$ cat src/rtl/risc_pkg.sv
// Shared definitions for the small RISC core: datapath widths and the 4-bit
// opcode map used by decode.
package risc_pkg;

  localparam int ADDR_W  = 4;
  localparam int INSTR_W = 8;

  // ALU operations occupy 0000-0111; memory operations follow.
  localparam logic [3:0] OP_ALU_FIRST = 4'b0000;
  localparam logic [3:0] OP_ALU_LAST  = 4'b0111;
  localparam logic [3:0] OP_LOAD      = 4'b1000;
  localparam logic [3:0] OP_STORE     = 4'b1001;

  function automatic logic is_alu_op(input logic [3:0] op);
    return op[3] == 1'b0;
  endfunction

endpackage

$ cat src/rtl/fetch_fifo.sv
// Prefetch buffer: DEPTH-entry circular FIFO with flush, occupancy count and
// a registered head entry. Storage is deliberately left unreset.
module fetch_fifo
  import risc_pkg::*;
#(
  parameter  int DEPTH = 2,
  parameter  int WIDTH = 12,
  localparam int CNT_W = $clog2(DEPTH + 1)
) (
  input  logic             clk,
  input  logic             reset,
  input  logic             flush,
  input  logic             push,
  input  logic [WIDTH-1:0] push_data,
  input  logic             pop,
  output logic [WIDTH-1:0] head_data,
  output logic [CNT_W-1:0] count
);

  localparam int PTR_W = $clog2(DEPTH);

  logic [WIDTH-1:0] mem [DEPTH];
  logic [PTR_W-1:0] wr_ptr;
  logic [PTR_W-1:0] rd_ptr;
  logic             pop_en;

  // Explicit wrap so non-power-of-two depths work.
  function automatic logic [PTR_W-1:0] next_ptr(input logic [PTR_W-1:0] p);
    return (p == PTR_W'(DEPTH - 1)) ? '0 : p + PTR_W'(1);
  endfunction

  assign pop_en    = pop && (count != '0);
  assign head_data = mem[rd_ptr];

  always_ff @(posedge clk or negedge reset) begin
    if (!reset) begin
      wr_ptr <= '0;
      rd_ptr <= '0;
      count  <= '0;
    end else if (flush) begin
      wr_ptr <= '0;
      rd_ptr <= '0;
      count  <= '0;
    end else begin
      if (push)   wr_ptr <= next_ptr(wr_ptr);
      if (pop_en) rd_ptr <= next_ptr(rd_ptr);
      case ({push, pop_en})
        2'b10:   count <= count + CNT_W'(1);
        2'b01:   count <= count - CNT_W'(1);
        default: count <= count;
      endcase
    end
  end

  always_ff @(posedge clk) begin
    if (push && !flush) mem[wr_ptr] <= push_data;
  end

  push_not_full: assert property (@(posedge clk) disable iff (!reset)
    (push && !flush) |-> (count < CNT_W'(DEPTH)));

endmodule

$ cat src/rtl/instr_fetch_unit.sv
// Instruction fetch front end: sequential PC, one-outstanding request to a
// synchronous instruction memory, and a prefetch buffer toward decode.
module instr_fetch_unit #(
  parameter  int ADDR_W  = risc_pkg::ADDR_W,
  parameter  int INSTR_W = risc_pkg::INSTR_W,
  parameter  int DEPTH   = 2,
  localparam int CNT_W   = $clog2(DEPTH + 1)
) (
  input  logic               clk,
  input  logic               reset,
  output logic               imem_req,
  output logic [ADDR_W-1:0]  imem_addr,
  input  logic [INSTR_W-1:0] imem_rdata,
  input  logic               redirect_valid,
  input  logic [ADDR_W-1:0]  redirect_pc,
  input  logic               halt,
  output logic               out_valid,
  input  logic               out_ready,
  output logic [INSTR_W-1:0] out_instr,
  output logic [ADDR_W-1:0]  out_pc,
  output logic [CNT_W-1:0]   fifo_count
);

  import risc_pkg::*;

  localparam int ENTRY_W = ADDR_W + INSTR_W;

  // out_valid/out_ready: the head entry transfers on every rising edge where
  // both are high; out_valid never depends on out_ready and, once raised,
  // holds with stable out_pc/out_instr until it transfers or a redirect/reset.
  logic [ADDR_W-1:0]  fetch_pc;
  logic [ADDR_W-1:0]  req_pc;
  logic               inflight;
  logic               pop;
  logic [CNT_W:0]     occupancy;
  logic [ENTRY_W-1:0] head;

  // The slot freed by this cycle's pop is counted, giving back-to-back fetch
  // with a two-entry buffer while still never overfilling it.
  always_comb begin
    pop       = out_valid && out_ready;
    occupancy = {1'b0, fifo_count} + (CNT_W + 1)'(inflight) - (CNT_W + 1)'(pop);
    imem_req  = reset && !halt && !redirect_valid &&
                (occupancy < (CNT_W + 1)'(DEPTH));
    imem_addr = fetch_pc;
  end

  always_ff @(posedge clk or negedge reset) begin
    if (!reset) begin
      fetch_pc <= '0;
      req_pc   <= '0;
      inflight <= 1'b0;
    end else if (redirect_valid) begin
      fetch_pc <= redirect_pc;
      inflight <= 1'b0;
    end else begin
      inflight <= imem_req;
      if (imem_req) begin
        fetch_pc <= fetch_pc + ADDR_W'(1);
        req_pc   <= fetch_pc;
      end
    end
  end

  fetch_fifo #(
    .DEPTH (DEPTH),
    .WIDTH (ENTRY_W)
  ) u_fifo (
    .clk       (clk),
    .reset     (reset),
    .flush     (redirect_valid),
    .push      (inflight),
    .push_data ({req_pc, imem_rdata}),
    .pop       (pop),
    .head_data (head),
    .count     (fifo_count)
  );

  assign out_valid           = (fifo_count != '0);
  assign {out_pc, out_instr} = head;

endmodule

$ cat config.mk
export PLATFORM = sky130hd
export DESIGN_NAME = instr_fetch_unit
export DESIGN_NICKNAME = d
export VERILOG_FILES = /design/src/rtl/risc_pkg.sv /design/src/rtl/fetch_fifo.sv /design/src/rtl/instr_fetch_unit.sv
export SDC_FILE = /design/constraint.sdc
export NUM_CORES = 1
export LEC_CHECK = 0
export BUFFER_PORTS_ARGS = -buffer_cell sky130_fd_sc_hd__buf_2
export CORE_UTILIZATION = 50
export CTS_BUF_LIST = sky130_fd_sc_hd__clkbuf_8
export DETAILED_ROUTE_END_ITERATION = 8
export PLACE_DENSITY = 0.77
export SLEW_MARGIN = 5
export SYNTH_ARGS = -nofsm -noshare
export SYNTH_HDL_FRONTEND = slang
export SYNTH_SLANG_ARGS = --single-unit
$ cat constraint.sdc
create_clock -name clk -period 3.73 [get_ports clk]
set_input_delay 0.746 -clock clk [delete_from_list [all_inputs] [get_ports clk]]
set_output_delay 0.746 -clock clk [all_outputs]
set_load 0.005 [all_outputs]
# --- Word level (Yosys, flattened, before mapping) ---
# Memories as Yosys holds them, arrays and structs flattened.
# Cells that the tools add are included.
# Widths: inputs -> output; s select.
totals:
  wordCells: 45
  ff_bits: 13
  mem_count: 1
  output_inout_bits: 20
  ram_bits: 24
classes:
  n_addsub: 7
  eq_ne: 2
  mux: 13
  reduce_logical: 14
  bitwise_logic: 1
  order_cmp: 1
memory_table:
  columns: ["memory", "depth", "width", "read_ports", "rd_clocked_by_memory_dff", "write_ports", "line_no", "text"]
  rows:
  - ["u_fifo.mem", 2, 12, 1, 0, 1, "fetch_fifo.sv:22", "logic [WIDTH-1:0] mem [DEPTH];"]
op_table:
  columns: ["operator", "n"]
  rows:
  - ["$mux 1", 9]
  - ["$mux 4", 2]
  - ["$reduce_bool 2->1", 4]
  - ["$logic_and 1x1->1", 6]
  - ["$add 4x1->4 const B", 1]
  - ["$pmux 2 s2", 1]
  - ["$add 2x1->3", 1]
  - ["$lt 3x2->1 const B", 1]
  - ["$reduce_bool 3->1", 1]
  - ["$sub 3x1->3", 1]
  - ["$add 1x1->1 const B", 2]
  - ["$add 2x1->2 const B", 1]
  - ["$eq 2x1->1 const B", 1]
  - ["$eq 2x2->1 const B", 1]
  - ["$logic_not 1->1", 2]
  - ["$mux 2", 1]
  - ["$reduce_and 2->1", 1]
  - ["$sub 2x1->2 const B", 1]
  - ["$not 1->1", 1]

# --- Logic depth before layout (Yosys ltp) ---
# Gate-level depths: netlist of run 1.
depth:
  word_depth: 7
  mapped_depth: 8
  ltp_nobuf: 7

# --- By module ---
# Synthesis of run 1 repeated with hierarchy kept, for this count alone.
unflattened:
  cells_unflattened: 104
  area_unflattened_um2: 1569.0
by_module_without_submodules:
  columns: ["mod", "instances", "cells_per_inst", "area_each_um2"]
  rows:
  - ["fetch_fifo", 1, 60, 1083.5]
  - ["instr_fetch_unit", 1, 44, 485.5]

# --- Least setup slack after synthesis of run 1 ---
# Ideal clock, no wire load.
synth_timing:
  kind: "input to output"
  start: "input out_ready"
  end: "output imem_req"
  n_path_buf: 1
  setup_slack_ns: 0.533
  arrival_ns: 2.451
  path_stages: 8
  required_time_ns: 2.984
  path_cell_list: "o21a_1 ha_1 nand2b_1 fa_1 nand3b_1 or3_1 buf_6 inv_1"
synth_between:
  elab_chain_len: 4
synth_rtl:
  columns: ["element", "line_no", "text"]
  rows:
  - ["start: declaration", "instr_fetch_unit.sv:18", "input logic out_ready,"]
  - ["$logic_and 1x1->1", "instr_fetch_unit.sv:41", "pop = out_valid && out_ready;"]
  - ["$sub 3x1->3", "instr_fetch_unit.sv:42", "occupancy = {1'b0, fifo_count} + (CNT_W + 1)'(inflight) - (CNT_W + 1)'(pop);"]
  - ["$lt 3x2->1", "instr_fetch_unit.sv:44", "(occupancy < (CNT_W + 1)'(DEPTH));"]
  - ["$logic_and 1x1->1", "instr_fetch_unit.sv:43", "imem_req = reset && !halt && !redirect_valid &&"]
  - ["end: declaration", "instr_fetch_unit.sv:11", "output logic imem_req,"]
# No other way between the ends.

# --- Final worst setup path of run 1 ---
layout_timing:
  start: "register u_fifo.count[1]"
  end: "output imem_req"
layout_between:
  elab_chain_len: 5
layout_rtl:
  columns: ["element", "line_no", "text"]
  rows:
  - ["start: declaration", "fetch_fifo.sv:17", "output logic [CNT_W-1:0] count"]
  - ["start signal: assignment", "fetch_fifo.sv:48", "2'b10: count <= count + CNT_W'(1);"]
  - ["start signal: assignment", "fetch_fifo.sv:49", "2'b01: count <= count - CNT_W'(1);"]
  - ["start signal: assignment", "fetch_fifo.sv:50", "default: count <= count;"]
  - ["parallel branches: the longest is 2 deep, another holds $add 2x1->3", null, null]
  - ["$sub 3x1->3 (*)", "instr_fetch_unit.sv:42", null]
  - ["$lt 3x2->1 (*)", "instr_fetch_unit.sv:44", null]
  - ["$logic_and 1x1->1 (*)", "instr_fetch_unit.sv:43", null]
# Every way passes the cells marked *.

==> results.cfg, run 1 <==
[critical_path]
crit_arrival_ns = 2.74
start_kind = flop
cp_slowest_cell = dfrtp_1
critical-path-max-stage-delay_ns = 0.50
crit_chain = o21a_1 > ha_1 > nand2b_1 > fa_1 > nand3b_1 > or3_1 > inv_1 > buf_2
crit_family = simple AND/OR/NAND/NOR gates
critPathRequiredTime_ns = 2.98
crit_type = reg2out
cp_max_fo = 9
crit_path_end_kind = output pin
cp.buffers_inverters = 2

[sta]
period_share_pct = 93.37
slew_headroom_pct = 35.20
slew_viol_final = 0
timing.hold.ws_ns = 0.3410
grt_setup_unrepaired = false
fmaxAchievable_mhz = 287.1
finalSetupTns_ns = 0
worst_slack_ns = 0.2474
fin_crit_ns = 3.483
finClkSkew_ns = 0.006478
finalSetupViolCount = 0
hold_viol_final = 0
worst_pin_slew_ns = 0.9677

[synthesis]
ys_types = 32
yosysTopAreaCellShare_pct = 45.71
synth_cells = 101
synth_top_cell_by_area = edfxtp_1
ys_top_cells_by_area = edfxtp_1 46%, dfrtp_1 21%, mux2_2 8.6%
async_flop_share_pct = 35.14
synth_edf_count = 24
syn_nets = 121
yosysSeqAreaShare_pct = 66.35
yosysWarnings = 0
synth_ff_type = edfxtp_1
synth.avg_cell_area_um2 = 15.61
synthesis.area_um2 = 1577
synth_seq_cells = 37

[global_routing]
gr-total-overflow = 0
grt_max_degree = 15
grt_pass1_vias = 966
antenna_found_initial = 0
grt_pass1_wl_um = 4119
grt_use_total_pct = 17.11

[die]
placementRows = 20
core_um2 = 3028
die_area_um2 = 3381
start_util_pct = 52.07
die_w_um = 58.15
num_io_pins = 37
die_y_um = 58.15

[hold_path]
hp-class = in2async

[flow_run]
max_cap_violations = 0

[clocking]
clock_path_buffers = 2
ctsHoldBuffers = 0
h-tree-depth = 2
clock_sinks = 37
clkSlewWorstSetupHoldPaths_ns = 0.07
clk-insertion-delay-late_ns = 0.29
cts_tree = built
postCtsResizedCells = 0
cts_setup_buffers = 0
cts_buffers = 5
cts_root_buf = clkbuf_8

[route]
via_count = 963
route.detailed.drc = 0
avgRoutedWirePerCell_um = 13.94
drt-vias-per-instance = 5.177
drtPass1Iterations = 4
finalWirelength_um = 2593
ant_nets = 0
first_iter_violations = 21

[final_layout]
fin_area_um2 = 1884
final_nets = 161
area_growth_pct = 19.52
finalCoreUtilization_pct = 62.23
n_antenna_cell = 0
drive_gt1_share_pct = 45.77

[placement]
hpwl_um = 1810
routabilityCongestion = 0.7772
portBuffers = 36
dp_slack_ns = 0.2985
place_area_um2 = 1802

[power]
ir_worst_vdd_v = 0.0002061
p_per_area_nw_per_um2 = 436.7
p_leak_nw = 0.7975

[run_status]
status = finished clean
==> placed cells by master (no fill, tap or decap), types with 2 or more instances in the layout <==
cell type and n:
edfxtp_1 24, clkbuf_8 5, nor2_1 4, dfrtp_1 13
mux2_2 12, mux2_4 4, ha_1 2, xnor2_1 2
nor3_1 2, inv_1 7, buf_2 36, o211ai_1 2
a31oi_1 3, or4_1 2, o31ai_1 3, o21a_1 3
clkinv_2 2
==> through the flow <==
stage	cells	total power, mW
2_1_floorplan	101	0.5386
3_3_place_gp	178	0.5676
3_5_place_dp	178	0.5733
4_1_cts	186	0.8316
5_1_grt	186	0.8558
6_report	186	0.8229
==> metal layers <==
| metal | GRT usage (%) | wire length [um] |
|---|---|---|
| met1 | 18.31 | 1085 |
| met3 | 6.473 | 161 |
| met2 | 29.06 | 1298 |
| met5 | 0 | 0 |
| met4 | 9.524 | 47 |
==> path summary, 6_finish.rpt <==
kind                                              end  cells after the start                         from  slack, ns
setup reg to reg                req_pc[1]$_DFFE_PN0P_                      8  u_fifo.count[1]$_DFFE_PN0P_       0.85
setup / recovery                             imem_req                      8  u_fifo.count[1]$_DFFE_PN0P_       0.25
max in group asynchronous   u_fifo.wr_ptr$_DFFE_PN0P_                      1                        reset       3.15
min in group clk           u_fifo.mem[0][8]$_DFFE_PP_                      0        req_pc[0]$_DFFE_PN0P_       0.48
hold reg to reg            u_fifo.mem[0][8]$_DFFE_PP_                      0        req_pc[0]$_DFFE_PN0P_       0.48
hold / removal                  req_pc[0]$_DFFE_PN0P_                      1                        reset       0.34
==> cells by family after synthesis <==
logic type | share of synthesized area (%)
flops | 66.35
simple gates | 6.667
mux | 12.38
compound gates | 6.746
buf+inv | 2.857
xor+xnor | 2.143
fa+ha+maj | 2.857
==> layout make-up <==
type | instances | area [um2]
clock buffer | 5 | 68.82
clock inverter | 3 | 13.76
fill | 236 | 1144
inverter | 6 | 22.52
multi-input combinational | 54 | 490.5
sequential | 37 | 1046
tap | 44 | 55.05
timing repair buffer | 37 | 187.7
==> power breakdown <==
group	switching, mW	internal (mW)
sequential	0.0218	0.467
clock	0.132	0.126
combinational	0.0312	0.0452
==> synthesized netlist by cell type, drive strengths merged, types with 2 or more instances <==
cell type,count
mux2,16
clkbuf,2
o31ai,3
edfxtp,24
o211ai,2
xnor2,2
buf,2
nor2,4
a31oi,3
o21a,3
or4,2
dfrtp,13
ha,2
nor3,2
inv,6
==> flip-flops by register name, indices dropped and copies added, names as in the netlist <==
register       cells
req_pc             4
imem_addr          4
u_fifo.mem        24
u_fifo.rd_ptr      1
u_fifo.wr_ptr      1
inflight           1
u_fifo.count       2
==> worst reg2reg max path: cells and delay by family, from the launching register on <==
| kind | cells | cell delay [ns] |
|---|---|---|
| buffers and inverters | 1 | 0.18 |
| muxes | 1 | 0.30 |
| adders and majority gates | 2 | 0.76 |
| and+or+nand+nor | 3 | 0.77 |
| DFF | 1 | 0.50 |
| AOI/OAI and AO/OA | 1 | 0.26 |
(Power assumes the default switching activity.)
==> run 2, diff against run 1 <==
--- a/config.mk
+++ b/config.mk
@@ -5,11 +5,13 @@
 export SDC_FILE = /design/constraint.sdc
 export NUM_CORES = 1
 export LEC_CHECK = 0
+export ABC_AREA = 1
 export BUFFER_PORTS_ARGS = -buffer_cell sky130_fd_sc_hd__buf_2
+export CORE_MARGIN = 1.5
 export CORE_UTILIZATION = 50
 export CTS_BUF_LIST = sky130_fd_sc_hd__clkbuf_8
 export DETAILED_ROUTE_END_ITERATION = 8
-export PLACE_DENSITY = 0.77
+export PLACE_DENSITY = 0.76
 export SLEW_MARGIN = 5
 export SYNTH_ARGS = -nofsm -noshare
 export SYNTH_HDL_FRONTEND = slang
==> results.cfg, run 2 <==
[sta]
worst_slack_ns = 0.3155
hold_viol_final = 0
finalSetupTns_ns = 0
slew_viol_final = 0
worst_pin_slew_ns = 0.9598
slew_headroom_pct = 35.77
finalSetupViolCount = 0
finClkSkew_ns = 0.002927
fmaxAchievable_mhz = 292.9
period_share_pct = 91.54
fin_crit_ns = 3.415
grt_setup_unrepaired = false

[synthesis]
synth_xor_area_share_pct = 0.5113
syn_nets = 183
ys_types = 25
synth_cells = 163
synth_fa_ha_area_share_pct = 2.630
synth_common_cells = 67 x nand2_1, 24 x edfxtp_1, 13 x dfrtp_1
synth_compound_area_share_pct = 1.461
synth_mux_area_share_pct = 0
yosysSeqAreaShare_pct = 61.07
synth_top_cell_by_area = edfxtp_1
synth_ff_type = edfxtp_1
synth.avg_cell_area_um2 = 10.51
synth_edf_count = 24
synth_top_family_by_area = simple AND/OR/NAND/NOR gates
ys_top_cells_by_area = edfxtp_1 42%, dfrtp_1 19%, nand2_1 15%
synth-simple-area-share_pct = 30.46
synthesis.area_um2 = 1713
yosysWarnings = 0
yosysTopAreaCellShare_pct = 42.07
synth_seq_cells = 37
async_flop_share_pct = 35.14
synth_most_common_cell = nand2_1

[global_routing]
globalRouteMet2Util_pct = 28.57
grt_max_degree = 16
met3_usage_pct = 6.303
gr-total-overflow = 0
grt-busiest-layer = met2
grt_use_total_pct = 17.47
grt_pass1_wl_um = 4623
antenna_found_initial = 0
use_met1_pct = 20.63
grt_pass1_vias = 1074

[run_status]
status = finished clean

[critical_path]
crit_arrival_ns = 2.67
crit_type = reg2out
cp_max_fo = 8
critPathRequiredTime_ns = 2.98
start_kind = flop
crit_path_end_kind = output pin

[power]
ir_worst_vdd_v = 0.0002329
p_per_area_nw_per_um2 = 469.6
p_leak_nw = 0.9553

[placement]
hpwl_um = 2178
dp_slack_ns = 0.4387
routabilityCongestion = 0.8010
portBuffers = 36

[route]
route.detailed.drc = 0
via_count = 1256
first_iter_violations = 80
drtPass1Iterations = 5
avgRoutedWirePerCell_um = 12.16
drt-vias-per-instance = 5.044
ant_nets = 0
finalWirelength_um = 3027

[clocking]
ctsHoldBuffers = 0
h-tree-depth = 2
clk-insertion-delay-late_ns = 0.28
clkSlewWorstSetupHoldPaths_ns = 0.07
clock_sinks = 37
cts_buffers = 5
postCtsResizedCells = 0
cts_tree = built
cts_root_buf = clkbuf_8
clock_path_buffers = 2
cts_setup_buffers = 0

[final_layout]
largest_register_ffs = 24
top_register = u_fifo.mem
n_antenna_cell = 0
mostFrequentLayoutCells = 67 x nand2_1, 36 x buf_2, 24 x edfxtp_1
final_common_cell = nand2_1
area_growth_pct = 17.68
final_nets = 222
drive_gt1_share_pct = 31.03

[die]
core_um2 = 3311
die_w_um = 61.53
die_area_um2 = 3786
die_y_um = 61.53
start_util_pct = 51.74
num_io_pins = 37
placementRows = 21

[flow_run]
max_cap_violations = 0

[hold_path]
hp-class = in2async
[run 2: critical path, stage by stage (launching register included)]
cell,delay [ns]
dfrtp_1,0.48
inv_2,0.17
nand2_4,0.09
nand2_4,0.08
inv_1,0.05
ha_1,0.25
or2_2,0.31
fa_1,0.56
nand3_4,0.12
nor2_8,0.16
buf_2,0.13
[run 2: logic make-up (layout without fill, tap and decap cells)]
logic type	after synthesis	count (layout)
compound gates	5	5
xor+xnor	1	1
fa+ha+maj	3	3
buf+inv	15	55
flops	37	37
simple gates	102	102
[run 2: path summary, 6_finish.rpt]
check	startpoint	to	slack (ns)	cells after the start
max reg2reg	u_fifo.count[1]$_DFFE_PN0P_	imem_addr[1]$_DFFE_PN0P_	1.13	12
max in group asynchronous	reset	u_fifo.count[0]$_DFFE_PN0P_	3.10	1
min	reset	imem_addr[1]$_DFFE_PN0P_	0.36	1
min in group clk	req_pc[1]$_DFFE_PN0P_	u_fifo.mem[1][9]$_DFFE_PP_	0.48	0
max	u_fifo.count[1]$_DFFE_PN0P_	imem_req	0.32	10
min reg2reg	req_pc[1]$_DFFE_PN0P_	u_fifo.mem[1][9]$_DFFE_PP_	0.48	0
[run 2: metal layers]
| metal | wire (um) | vias up |
|---|---|---|
| met5 | 0 | - |
| met4 | 50 | 0 |
| met3 | 203 | 5 |
| met2 | 1450 | 45 |
| met1 | 1322 | 590 |
| li1 | - | 616 |
[run 2: area by class of cell]
class,count,area (um2)
Fill cell,304,1295
Sequential cell,37,1046
Multi-Input combinational cell,111,600.6
Timing Repair Buffer,36,180.2
Clock buffer,6,82.58
Tap cell,46,57.56
Inverter,11,41.29
Clock inverter,2,7.507
[run 2: power by group]
group	internal (mW)	leakage (nW)	switching, mW
logic	0.0649	0.518	0.0927
registers	0.479	0.384	0.0335
clock network	0.145	0.0538	0.132
[run 2: stage by stage]
stage | power (mW) | instance area (um2) | util [%] | std cells | hold slack, ns
CTS | 0.9539 | 2016 | 60.88 | 249 | 0.3698
finish | 0.9465 | 2016 | 60.88 | 249 | 0.3617
floorplan | 0.6176 | 1713 | - | 163 | 0.4424
global placement | 0.6689 | 1926 | 58.16 | 241 | 0.4544
detailed placement | 0.6790 | 1926 | 58.16 | 241 | 0.4635
global route | 0.9983 | 2016 | 60.88 | 249 | 0.3725
